**config.mk**
```make
export PLATFORM = sky130hd
export DESIGN_NAME = lock_controller
export DESIGN_NICKNAME = d
export VERILOG_FILES = /design/src/rtl/lock_pkg.sv /design/src/rtl/lock_timer.sv /design/src/rtl/lock_controller.sv
export SDC_FILE = /design/constraint.sdc
export NUM_CORES = 1
export LEC_CHECK = 0
export ABC_AREA = 1
export BUFFER_PORTS_ARGS = -buffer_cell sky130_fd_sc_hd__buf_2
export CAP_MARGIN = 20
export CORE_UTILIZATION = 60
export CTS_CLUSTER_DIAMETER = 200
export CTS_CLUSTER_SIZE = 14
export DETAILED_ROUTE_END_ITERATION = 8
export PLACE_DENSITY = 0.77
export SLEW_MARGIN = 20
export SYNTH_ARGS = -nofsm -noshare
export SYNTH_HDL_FRONTEND = slang
export SYNTH_SLANG_ARGS = --single-unit
export TNS_END_PERCENT = 1
```
**constraint.sdc**
```tcl
create_clock -name clk_500Hz -period 2.1 [get_ports clk_500Hz]
set_input_delay 0.525 -clock clk_500Hz [delete_from_list [all_inputs] [get_ports clk_500Hz]]
set_output_delay 0.525 -clock clk_500Hz [all_outputs]
set_load 0.02 [all_outputs]
```
**src/rtl/lock_pkg.sv**
```systemverilog
// Shared types and constants for the keypad PIN lock controller.
// State encodings double as the 7-segment stateCode shown to the user.
package lock_pkg;

  localparam int PIN_W = 16;
  localparam logic [3:0] BLANK_DIGIT = 4'hF;

  typedef enum logic [2:0] {
    ST_LOCKED       = 3'd0,
    ST_CHECK        = 3'd1,
    ST_UNLOCKED     = 3'd2,
    ST_FAIL_HOLD    = 3'd3,
    ST_LOCKOUT      = 3'd4,
    ST_PROG_NEW     = 3'd5,
    ST_PROG_CONFIRM = 3'd6
  } state_t;

  function automatic int maxOf(input int a, input int b);
    return (a > b) ? a : b;
  endfunction

  // Keypad stays live only where the user is expected to type.
  function automatic logic statusOf(input state_t s);
    return !(s == ST_LOCKED || s == ST_PROG_NEW || s == ST_PROG_CONFIRM);
  endfunction

  function automatic logic unlockedOf(input state_t s);
    return (s == ST_UNLOCKED || s == ST_PROG_NEW || s == ST_PROG_CONFIRM);
  endfunction

endpackage

```
**src/rtl/lock_timer.sv**
```systemverilog
// Loadable down-counter shared by every timed state of the lock FSM.
// Holds at zero; expired is simply count==0.
module lock_timer #(
  parameter int WIDTH = 8
) (
  input  logic             clk,
  input  logic             rst_n,
  input  logic             load,
  input  logic [WIDTH-1:0] load_value,
  output logic             expired
);

  logic [WIDTH-1:0] r_count;

  always_ff @(posedge clk or negedge rst_n) begin
    if (!rst_n) begin
      r_count <= '0;
    end else if (load) begin
      r_count <= load_value;
    end else if (r_count != '0) begin
      r_count <= r_count - WIDTH'(1);
    end
  end

  assign expired = (r_count == '0);

endmodule

```
**src/rtl/lock_controller.sv**
```systemverilog
// PIN entry sequencer: checks entries against a volatile stored PIN, counts
// failures into a timed lockout, auto-relocks and supports PIN reprogramming.
module lock_controller
  import lock_pkg::*;
#(
  parameter logic [PIN_W-1:0] DEFAULT_PIN    = 16'h1234,
  parameter int               MAX_ATTEMPTS   = 3,
  parameter int               FAIL_CYCLES    = 500,
  parameter int               UNLOCK_CYCLES  = 2500,
  parameter int               LOCKOUT_CYCLES = 15000,
  parameter int               PROG_CYCLES    = 5000
) (
  input  logic             clk_500Hz,
  input  logic             rst_n,
  input  logic             validPin,
  input  logic [PIN_W-1:0] userPin,
  input  logic             setMode,
  output logic             status,
  output logic             unlocked,
  output logic             lockedOut,
  output logic [3:0]       attemptsLeft,
  output logic [2:0]       stateCode,
  output logic             progDone,
  output logic             progErr
);

  localparam int MAX_T = maxOf(maxOf(FAIL_CYCLES, UNLOCK_CYCLES),
                               maxOf(LOCKOUT_CYCLES, PROG_CYCLES));
  localparam int TW = $clog2(MAX_T + 1);

  localparam logic [TW-1:0] FAIL_LOAD    = TW'(FAIL_CYCLES - 1);
  localparam logic [TW-1:0] UNLOCK_LOAD  = TW'(UNLOCK_CYCLES - 1);
  localparam logic [TW-1:0] LOCKOUT_LOAD = TW'(LOCKOUT_CYCLES - 1);
  localparam logic [TW-1:0] PROG_LOAD    = TW'(PROG_CYCLES - 1);
  localparam logic [3:0]    ATTEMPTS_MAX = 4'(MAX_ATTEMPTS);

  state_t           r_state;
  logic [PIN_W-1:0] r_storedPin;
  logic [PIN_W-1:0] r_capReg;
  logic [PIN_W-1:0] r_newReg;
  logic [3:0]       r_attemptsLeft;
  logic             r_status;
  logic             r_unlocked;
  logic             r_lockedOut;
  logic [2:0]       r_stateCode;
  logic             r_progDone;
  logic             r_progErr;

  state_t           w_nextState;
  logic             w_timerLoad;
  logic [TW-1:0]    w_timerValue;
  logic             w_expired;
  logic [3:0]       w_nextAttempts;
  logic [3:0]       w_decAttempts;
  logic             w_capture;
  logic             w_captureNew;
  logic             w_commit;
  logic             w_progDone;
  logic             w_progErr;

  lock_timer #(
    .WIDTH(TW)
  ) u_timer (
    .clk       (clk_500Hz),
    .rst_n     (rst_n),
    .load      (w_timerLoad),
    .load_value(w_timerValue),
    .expired   (w_expired)
  );

  assign w_decAttempts = r_attemptsLeft - 4'd1;

  // Next-state decision; the timer is loaded on the same edge the timed state is entered.
  always_comb begin
    w_nextState    = r_state;
    w_timerLoad    = 1'b0;
    w_timerValue   = '0;
    w_nextAttempts = r_attemptsLeft;
    w_capture      = 1'b0;
    w_captureNew   = 1'b0;
    w_commit       = 1'b0;
    w_progDone     = 1'b0;
    w_progErr      = 1'b0;
    case (r_state)
      ST_LOCKED: begin
        if (validPin) begin
          w_capture   = 1'b1;
          w_nextState = ST_CHECK;
        end
      end
      ST_CHECK: begin
        if (r_capReg == r_storedPin) begin
          w_nextState    = ST_UNLOCKED;
          w_nextAttempts = ATTEMPTS_MAX;
          w_timerLoad    = 1'b1;
          w_timerValue   = UNLOCK_LOAD;
        end else begin
          w_nextAttempts = w_decAttempts;
          w_timerLoad    = 1'b1;
          if (w_decAttempts == 4'd0) begin
            w_nextState  = ST_LOCKOUT;
            w_timerValue = LOCKOUT_LOAD;
          end else begin
            w_nextState  = ST_FAIL_HOLD;
            w_timerValue = FAIL_LOAD;
          end
        end
      end
      ST_FAIL_HOLD: begin
        if (w_expired) w_nextState = ST_LOCKED;
      end
      ST_LOCKOUT: begin
        if (w_expired) begin
          w_nextState    = ST_LOCKED;
          w_nextAttempts = ATTEMPTS_MAX;
        end
      end
      ST_UNLOCKED: begin
        if (setMode) begin
          w_nextState  = ST_PROG_NEW;
          w_timerLoad  = 1'b1;
          w_timerValue = PROG_LOAD;
        end else if (w_expired) begin
          w_nextState = ST_LOCKED;
        end
      end
      ST_PROG_NEW: begin
        if (!setMode) begin
          w_progErr   = 1'b1;
          w_nextState = ST_LOCKED;
        end else if (validPin) begin
          w_captureNew = 1'b1;
          w_nextState  = ST_PROG_CONFIRM;
          w_timerLoad  = 1'b1;
          w_timerValue = PROG_LOAD;
        end else if (w_expired) begin
          w_progErr   = 1'b1;
          w_nextState = ST_LOCKED;
        end
      end
      ST_PROG_CONFIRM: begin
        if (!setMode) begin
          w_progErr   = 1'b1;
          w_nextState = ST_LOCKED;
        end else if (validPin) begin
          w_nextState = ST_LOCKED;
          if (userPin == r_newReg) begin
            w_commit   = 1'b1;
            w_progDone = 1'b1;
          end else begin
            w_progErr = 1'b1;
          end
        end else if (w_expired) begin
          w_progErr   = 1'b1;
          w_nextState = ST_LOCKED;
        end
      end
      default: begin
        w_nextState = ST_LOCKED;
      end
    endcase
  end

  // Outputs are derived from the next state so they switch with the state register.
  always_ff @(posedge clk_500Hz or negedge rst_n) begin
    if (!rst_n) begin
      r_state        <= ST_LOCKED;
      r_storedPin    <= DEFAULT_PIN;
      r_capReg       <= '0;
      r_newReg       <= '0;
      r_attemptsLeft <= ATTEMPTS_MAX;
      r_status       <= 1'b0;
      r_unlocked     <= 1'b0;
      r_lockedOut    <= 1'b0;
      r_stateCode    <= 3'd0;
      r_progDone     <= 1'b0;
      r_progErr      <= 1'b0;
    end else begin
      r_state        <= w_nextState;
      r_attemptsLeft <= w_nextAttempts;
      r_status       <= statusOf(w_nextState);
      r_unlocked     <= unlockedOf(w_nextState);
      r_lockedOut    <= (w_nextState == ST_LOCKOUT);
      r_stateCode    <= w_nextState;
      r_progDone     <= w_progDone;
      r_progErr      <= w_progErr;
      if (w_capture)    r_capReg    <= userPin;
      if (w_captureNew) r_newReg    <= userPin;
      if (w_commit)     r_storedPin <= r_newReg;
    end
  end

  assign status       = r_status;
  assign unlocked     = r_unlocked;
  assign lockedOut    = r_lockedOut;
  assign attemptsLeft = r_attemptsLeft;
  assign stateCode    = r_stateCode;
  assign progDone     = r_progDone;
  assign progErr      = r_progErr;

endmodule

```
==> run metrics, run 1 <==
Setup Skew=9.43 ps; placed wire-length estimate=roughly 5.3 mm; Startpoint Class=register; cell area after layout=between 4000 and 5000 um2; placement-stage cell area=4160 um2; H-tree Lvls=3; Seq/Total Area, Yosys=~48%; largest net degree at the start of global routing=75; post-placement setup slack=179 ps; Max VDD drop=1020 uV; Peak Freq=about 0.53 GHz; most frequent cells in the layout=nand2_1, inv_1, dfrtp_1, nor2_1, buf_2; Slew Viols, Final=0; class of the worst hold path=in2async; initial antenna violation count=0; Post-Syn Nets=534; CTS hold repair buffers=0; Crit. End Element=register; Mean Syn Cell Area=7.64 um2; CTS Buf Count=9; CP required=2330 ps; Die Y=82.6 um; hold slack=184 ps; Final ANT Viol Nets=0; die area=6820 um2; post-synthesis register bit count=74; crit path DAT=2110 ps; I/O pin count=32; vias post-DR=3261; # DRC=0; clk_lat worst skew=350 ps; RSZ-0062 raised after global routing=no; CP bufs+invs=2; Ys Warns=0; NumNets Final=572; R2R Path Start=attemptsLeft[0]$_DFFE_PN1P_; post-route minimum period=1870 ps; slowest stage delay, CP=570 ps; Top Family by Delay on Critical Path=flip-flops; Power Density=roughly 1400 nW/um2; WL final=7.61 mm; total grt overflow=0; worst-margin pin slew=between 400 and 500 ps; Die W=slightly above 80 um; Area Growth Syn to Fin=12.6%; period utilization=roughly nine tenths; Yosys cell types=35; met2 WL=3.35 mm; DR iter-0 viols=223; total global-route track usage=25.3%; Post-Syn Area=around 3900 um2; worst-path fanout max=5; vias in the first global route=between 2000 and 3000; initial core utilization=63.9%; Cell Chain, Critical Path=inv_1 -> ha_1 -> xnor2_2 -> nand3_2 -> clkinv_1 -> nand2_1 -> nand2_1 -> nand2_1 -> o21ai_1 -> nand2_1; status=finished, final reports clean; Metal-1 WL=3.68 mm; count of final setup violators=0; Highest Signal Layer=met4; gpl congestion=roughly 0.9; FF-to-FF setup slack=230 ps; reg-to-reg critical path endpoint=status$_DFF_PN0_; final hold violation count=0; CTS root buf=clkbuf_8; Worst Slack Setup Final=225 ps; reg2reg path depth=10; Max clock buf depth=2; First-pass DRT Iterations=5; register clock-pin slew on the reported worst setup and hold paths=~80 ps; layout cells sized above 1=15.6%; Leakage=2.21 nW; CP max-delay cell=dfstp_2; cell mode on critical path=nand2_1; first-pass GRT wire length=12.9 mm; Port Buffers=31; setup_tns=0 ps; WS Path Type=reg2reg; # diodes=0; most common cell after layout, fill and taps aside=nand2_1; routed len/inst=12.1 um; max_slew headroom=70.3%; core area=6100 um2; # clock sinks=74; Cells after Synth=510; Std-Cell Rows=28; max cap viols=0; DR vias/cell=around 5.2; CTS tree=done; post-CTS setup buffer count=0; met3 WL=just under 400 um
-- synth_stat cells (all sizes together) --
library cell  count  share of area, %
nand3            22               3.1
o21ai            51               6.5
ha                4               1.3
buf               7              0.96
dfstp             7               4.7
nor3              6               1.2
a22oi             1              0.19
dfrtp            67                43
xor2              7               1.6
a21oi            29               3.8
inv              84               8.2
nand2           138                13
o22ai             1              0.16
clkbuf            3              0.29
nand4             8               1.6
mux2              2              0.58
clkinv            1             0.096
nor2             58               6.3
o31ai             3              0.58
xnor2             9               2.0
or2               2              0.32
-- area by class of cell --
class | instances | area (um2)
clock inverter | 6 | 91.3
inverter | 85 | 322
sequential | 74 | 1860
timing repair buffer | 37 | 213
clock buffer | 10 | 128
multi-input combinational | 341 | 1680
fill | 493 | 1710
tap | 75 | 93.8
-- timing repair --
action / in CTS / in global routing
endpoints found under the setup margin: 0 / 2
gates resized for setup: 0 / 2
endpoints found under the hold margin: 0 / 0
-- metrics by stage --
stage          std cells  utilization [%]  power [mW]
2_1_floorplan        510                -        4.14
3_3_place_gp         612             68.2        4.64
3_5_place_dp         612             68.2        4.72
4_1_cts              628             71.8        5.94
5_1_grt              628             72.0        6.44
6_report             628             72.0        5.94
-- how the worst max path moves through the flow --
| stage | from | end | slack [ps] | cells past startpoint |
|---|---|---|---|---|
| final | attemptsLeft[0]$_DFFE_PN1P_ | status$_DFF_PN0_ | 230 | 10 |
| after global routing | attemptsLeft[0]$_DFFE_PN1P_ | status$_DFF_PN0_ | 40 | 11 |
| after CTS | attemptsLeft[0]$_DFFE_PN1P_ | status$_DFF_PN0_ | 160 | 10 |
| after detailed placement | attemptsLeft[0]$_DFFE_PN1P_ | status$_DFF_PN0_ | 180 | 10 |
| after global placement | userPin[10] | r_storedPin[11]$_DFFE_PN0P_ | 200 | 9 |
| after floorplan | attemptsLeft[0]$_DFFE_PN1P_ | status$_DFF_PN0_ | 340 | 10 |
-- logic make-up (layout without fill, tap and decap cells) --
group | Yosys count | after routing | synth area share (%)
adder cells (fa/ha/maj) | 4 | 4 | 1.28
multiplexers | 2 | 2 | 0.578
buffers and inverters | 95 | 138 | 9.50
flip-flops | 74 | 74 | 47.7
AO/OA/AOI/OAI | 85 | 85 | 11.3
XOR/XNOR | 16 | 16 | 3.60
AND/OR/NAND/NOR | 234 | 234 | 26.0
-- worst reg2reg max path: cells and delay by family, from the launching register on --
| family | cells | cell delay (ps) |
|---|---|---|
| compound gates | 1 | 140 |
| xor+xnor | 1 | 200 |
| fa+ha+maj | 1 | 230 |
| buf+inv | 2 | 160 |
| flops | 1 | 570 |
| simple gates | 5 | 470 |
-- state kept, by name, summed over array words and instances (netlist names) --
| name | flops |
|---|---|
| r_capReg | 16 |
| r_newReg | 16 |
| progDone | 1 |
| unlocked | 1 |
| attemptsLeft | 4 |
| lockedOut | 1 |
| progErr | 1 |
| stateCode | 3 |
| u_timer.r_count | 14 |
| status | 1 |
| r_storedPin | 16 |
-- where the power goes --
group | switching (mW) | internal [mW] | total (mW)
registers | 0.395 | 1.95 | 2.35
clock network | 0.530 | 0.671 | 1.20
logic | 1.49 | 0.899 | 2.39
-- metal layers --
layer | vias up | track usage [%]
met1 | 1501 | 35.1
met5 | - | 0
li1 | 1666 | -
met3 | 18 | 4.51
met4 | 0 | 12.1
met2 | 76 | 38.5
(Power assumes the default switching activity.)
==> inputs of run 2 (changes only) <==
--- a/config.mk
+++ b/config.mk
@@ -6,7 +6,7 @@
 export NUM_CORES = 1
 export LEC_CHECK = 0
 export ABC_AREA = 1
-export BUFFER_PORTS_ARGS = -buffer_cell sky130_fd_sc_hd__buf_2
+export BUFFER_PORTS_ARGS = -buffer_cell sky130_fd_sc_hd__clkbuf_2
 export CAP_MARGIN = 20
 export CORE_UTILIZATION = 60
 export CTS_CLUSTER_DIAMETER = 200
==> run 2 against run 1 <==
Effect of this change:
- first-iteration DRC count decreased by 36%
- non-clock buffer count did not move
- wire length is 5.4% higher
- sequential share of layout area up 0.58 points
- worst setup slack lost 65 ps
- via count increased by 0.64%
- flip-flop and latch count stayed put
- combinational power about the same
- cell count is the same
- critical path type unchanged
==> run metrics, run 2 (synthesized netlist as in run 1, its figures left out) <==
worst-path fanout max=5; CTS root buf=clkbuf_8; CTS tree=done; FF-to-FF setup slack=160 ps; status=finished, final reports clean; most common cell after layout, fill and taps aside=nand2_1; max_slew headroom=65.5%; worst-margin pin slew=slightly above 500 ps; post-route minimum period=1940 ps; total grt overflow=0; Port Buffers=31; R2R Path Start=attemptsLeft[0]$_DFFE_PN1P_; largest registers=r_capReg x16, r_newReg x16, r_storedPin x16; period utilization=between 90% and 100%; total design power=5.73 mW; Area Growth Syn to Fin=11.0%; DR iter-0 viols=142; core area=6100 um2; initial antenna violation count=0; largest net degree at the start of global routing=41; WS Path Type=reg2reg; total global-route track usage=26.3%; H-tree Lvls=3; NumNets Final=572; vias post-DR=3282; CTS Buf Count=9; I/O pin count=32; routed len/inst=12.8 um; setup_tns=0 ps; reg-to-reg critical path endpoint=status$_DFF_PN0_; placed wire-length estimate=5.73 mm; Int Pwr=between 3 and 4 mW; count of final setup violators=0; die area=6820 um2; vias in the first global route=3043; post-placement setup slack=206 ps; dpl cells=612; WL final=8.02 mm; Startpoint Class=register; Layout Cells excl Fill=about 630; Max VDD drop=around 1000 uV; First-pass DRT Iterations=6; CTS hold repair buffers=0; Setup Skew=9.17 ps; # clock sinks=between 70 and 80; Die Y=82.6 um; gpl congestion=roughly 0.84; Crit. End Element=register; final hold violation count=0; GR peak layer=met2; sw frac=43.2%; Worst Slack Setup Final=160 ps; max cap viols=0; Clk pwr share=17.0%; Peak Freq=0.516 GHz; crit path DAT=between 2000 and 2500 ps; M3 GR Usage=approximately 5.4%; # diodes=0; clk_lat worst skew=between 300 and 400 ps; Slew Viols, Final=0; layout cells sized above 1=around 15%; Power Density=1330 nW/um2; met2 GRT Util=43.1%; most frequent cells in the layout=nand2_1, inv_1, dfrtp_1, nor2_1, clkbuf_2; class of the worst hold path=in2async; register clock-pin slew on the reported worst setup and hold paths=roughly 80 ps; CP required=approximately 2400 ps; first-pass GRT wire length=13.3 mm; Leakage=~2.2 nW; initial core utilization=63.9%; # DRC=0; Max clock buf depth=2; DR vias/cell=between 5 and 6; post-CTS setup buffer count=0; GRT met1 Usage=between 30% and 40%; power share of the combinational group=a little over two fifths; Die W=82.6 um; reg2reg path depth=10; RSZ-0062 raised after global routing=no; Std-Cell Rows=28; Final ANT Viol Nets=0; Sequential Power Share=between 40% and 50%; # resized after CTS=0; Switch Pwr=2.48 mW
[run 2: stage by stage]
step,util [%],area (um2),hold WS [ps]
after floorplan,-,3900,229
after global placement,68.2,4160,469
after detailed placement,68.2,4160,476
after CTS,71.0,4330,151
after global routing,71.0,4330,185
final,71.0,4330,123
[run 2: worst max-delay path by stage]
stage | to | slack (ps) | cells after the start | startpoint
3_5_place_dp | status$_DFF_PN0_ | 210 | 10 | attemptsLeft[0]$_DFFE_PN1P_
5_1_grt | status$_DFF_PN0_ | 8 | 11 | attemptsLeft[0]$_DFFE_PN1P_
4_1_cts | status$_DFF_PN0_ | 180 | 11 | attemptsLeft[0]$_DFFE_PN1P_
6_report | status$_DFF_PN0_ | 160 | 10 | attemptsLeft[0]$_DFFE_PN1P_
3_3_place_gp | status$_DFF_PN0_ | 230 | 10 | attemptsLeft[0]$_DFFE_PN1P_
2_1_floorplan | status$_DFF_PN0_ | 340 | 10 | attemptsLeft[0]$_DFFE_PN1P_
[run 2: metal layers]
metal | up-vias | part of all wire (%)
met4 | 0 | 1.7
met1 | 1534 | 47
met2 | 67 | 47
li1 | 1666 | -
met3 | 15 | 4.5
met5 | - | 0
[run 2: worst max-delay path: stages, from the launching register on]
cell and delay (ps):
dfstp_2 570, inv_1 70, ha_1 200, xnor2_1 210
nand3_1 180, clkinv_1 100, nand2_1 50, nand2_1 100
nand2_1 140, o21ai_1 140, nand2_1 60
[run 2: power by group through the flow]
stage               logic [mW]  clock network, mW  registers (mW)
floorplan                 1.75                  0            2.39
global placement          2.30                  0            2.36
detailed placement        2.38                  0            2.39
CTS                       2.41              0.990            2.36
global route              2.75               1.03            2.42
finish                    2.39              0.976            2.37
[run 2: area by class of cell]
class	instances	area, um2
inverter	85	322
timing repair buffer	37	215
sequential	74	1860
clock inverter	7	46.3
fill	519	1770
clock buffer	9	124
multi-input combinational	341	1670
tap	75	93.8
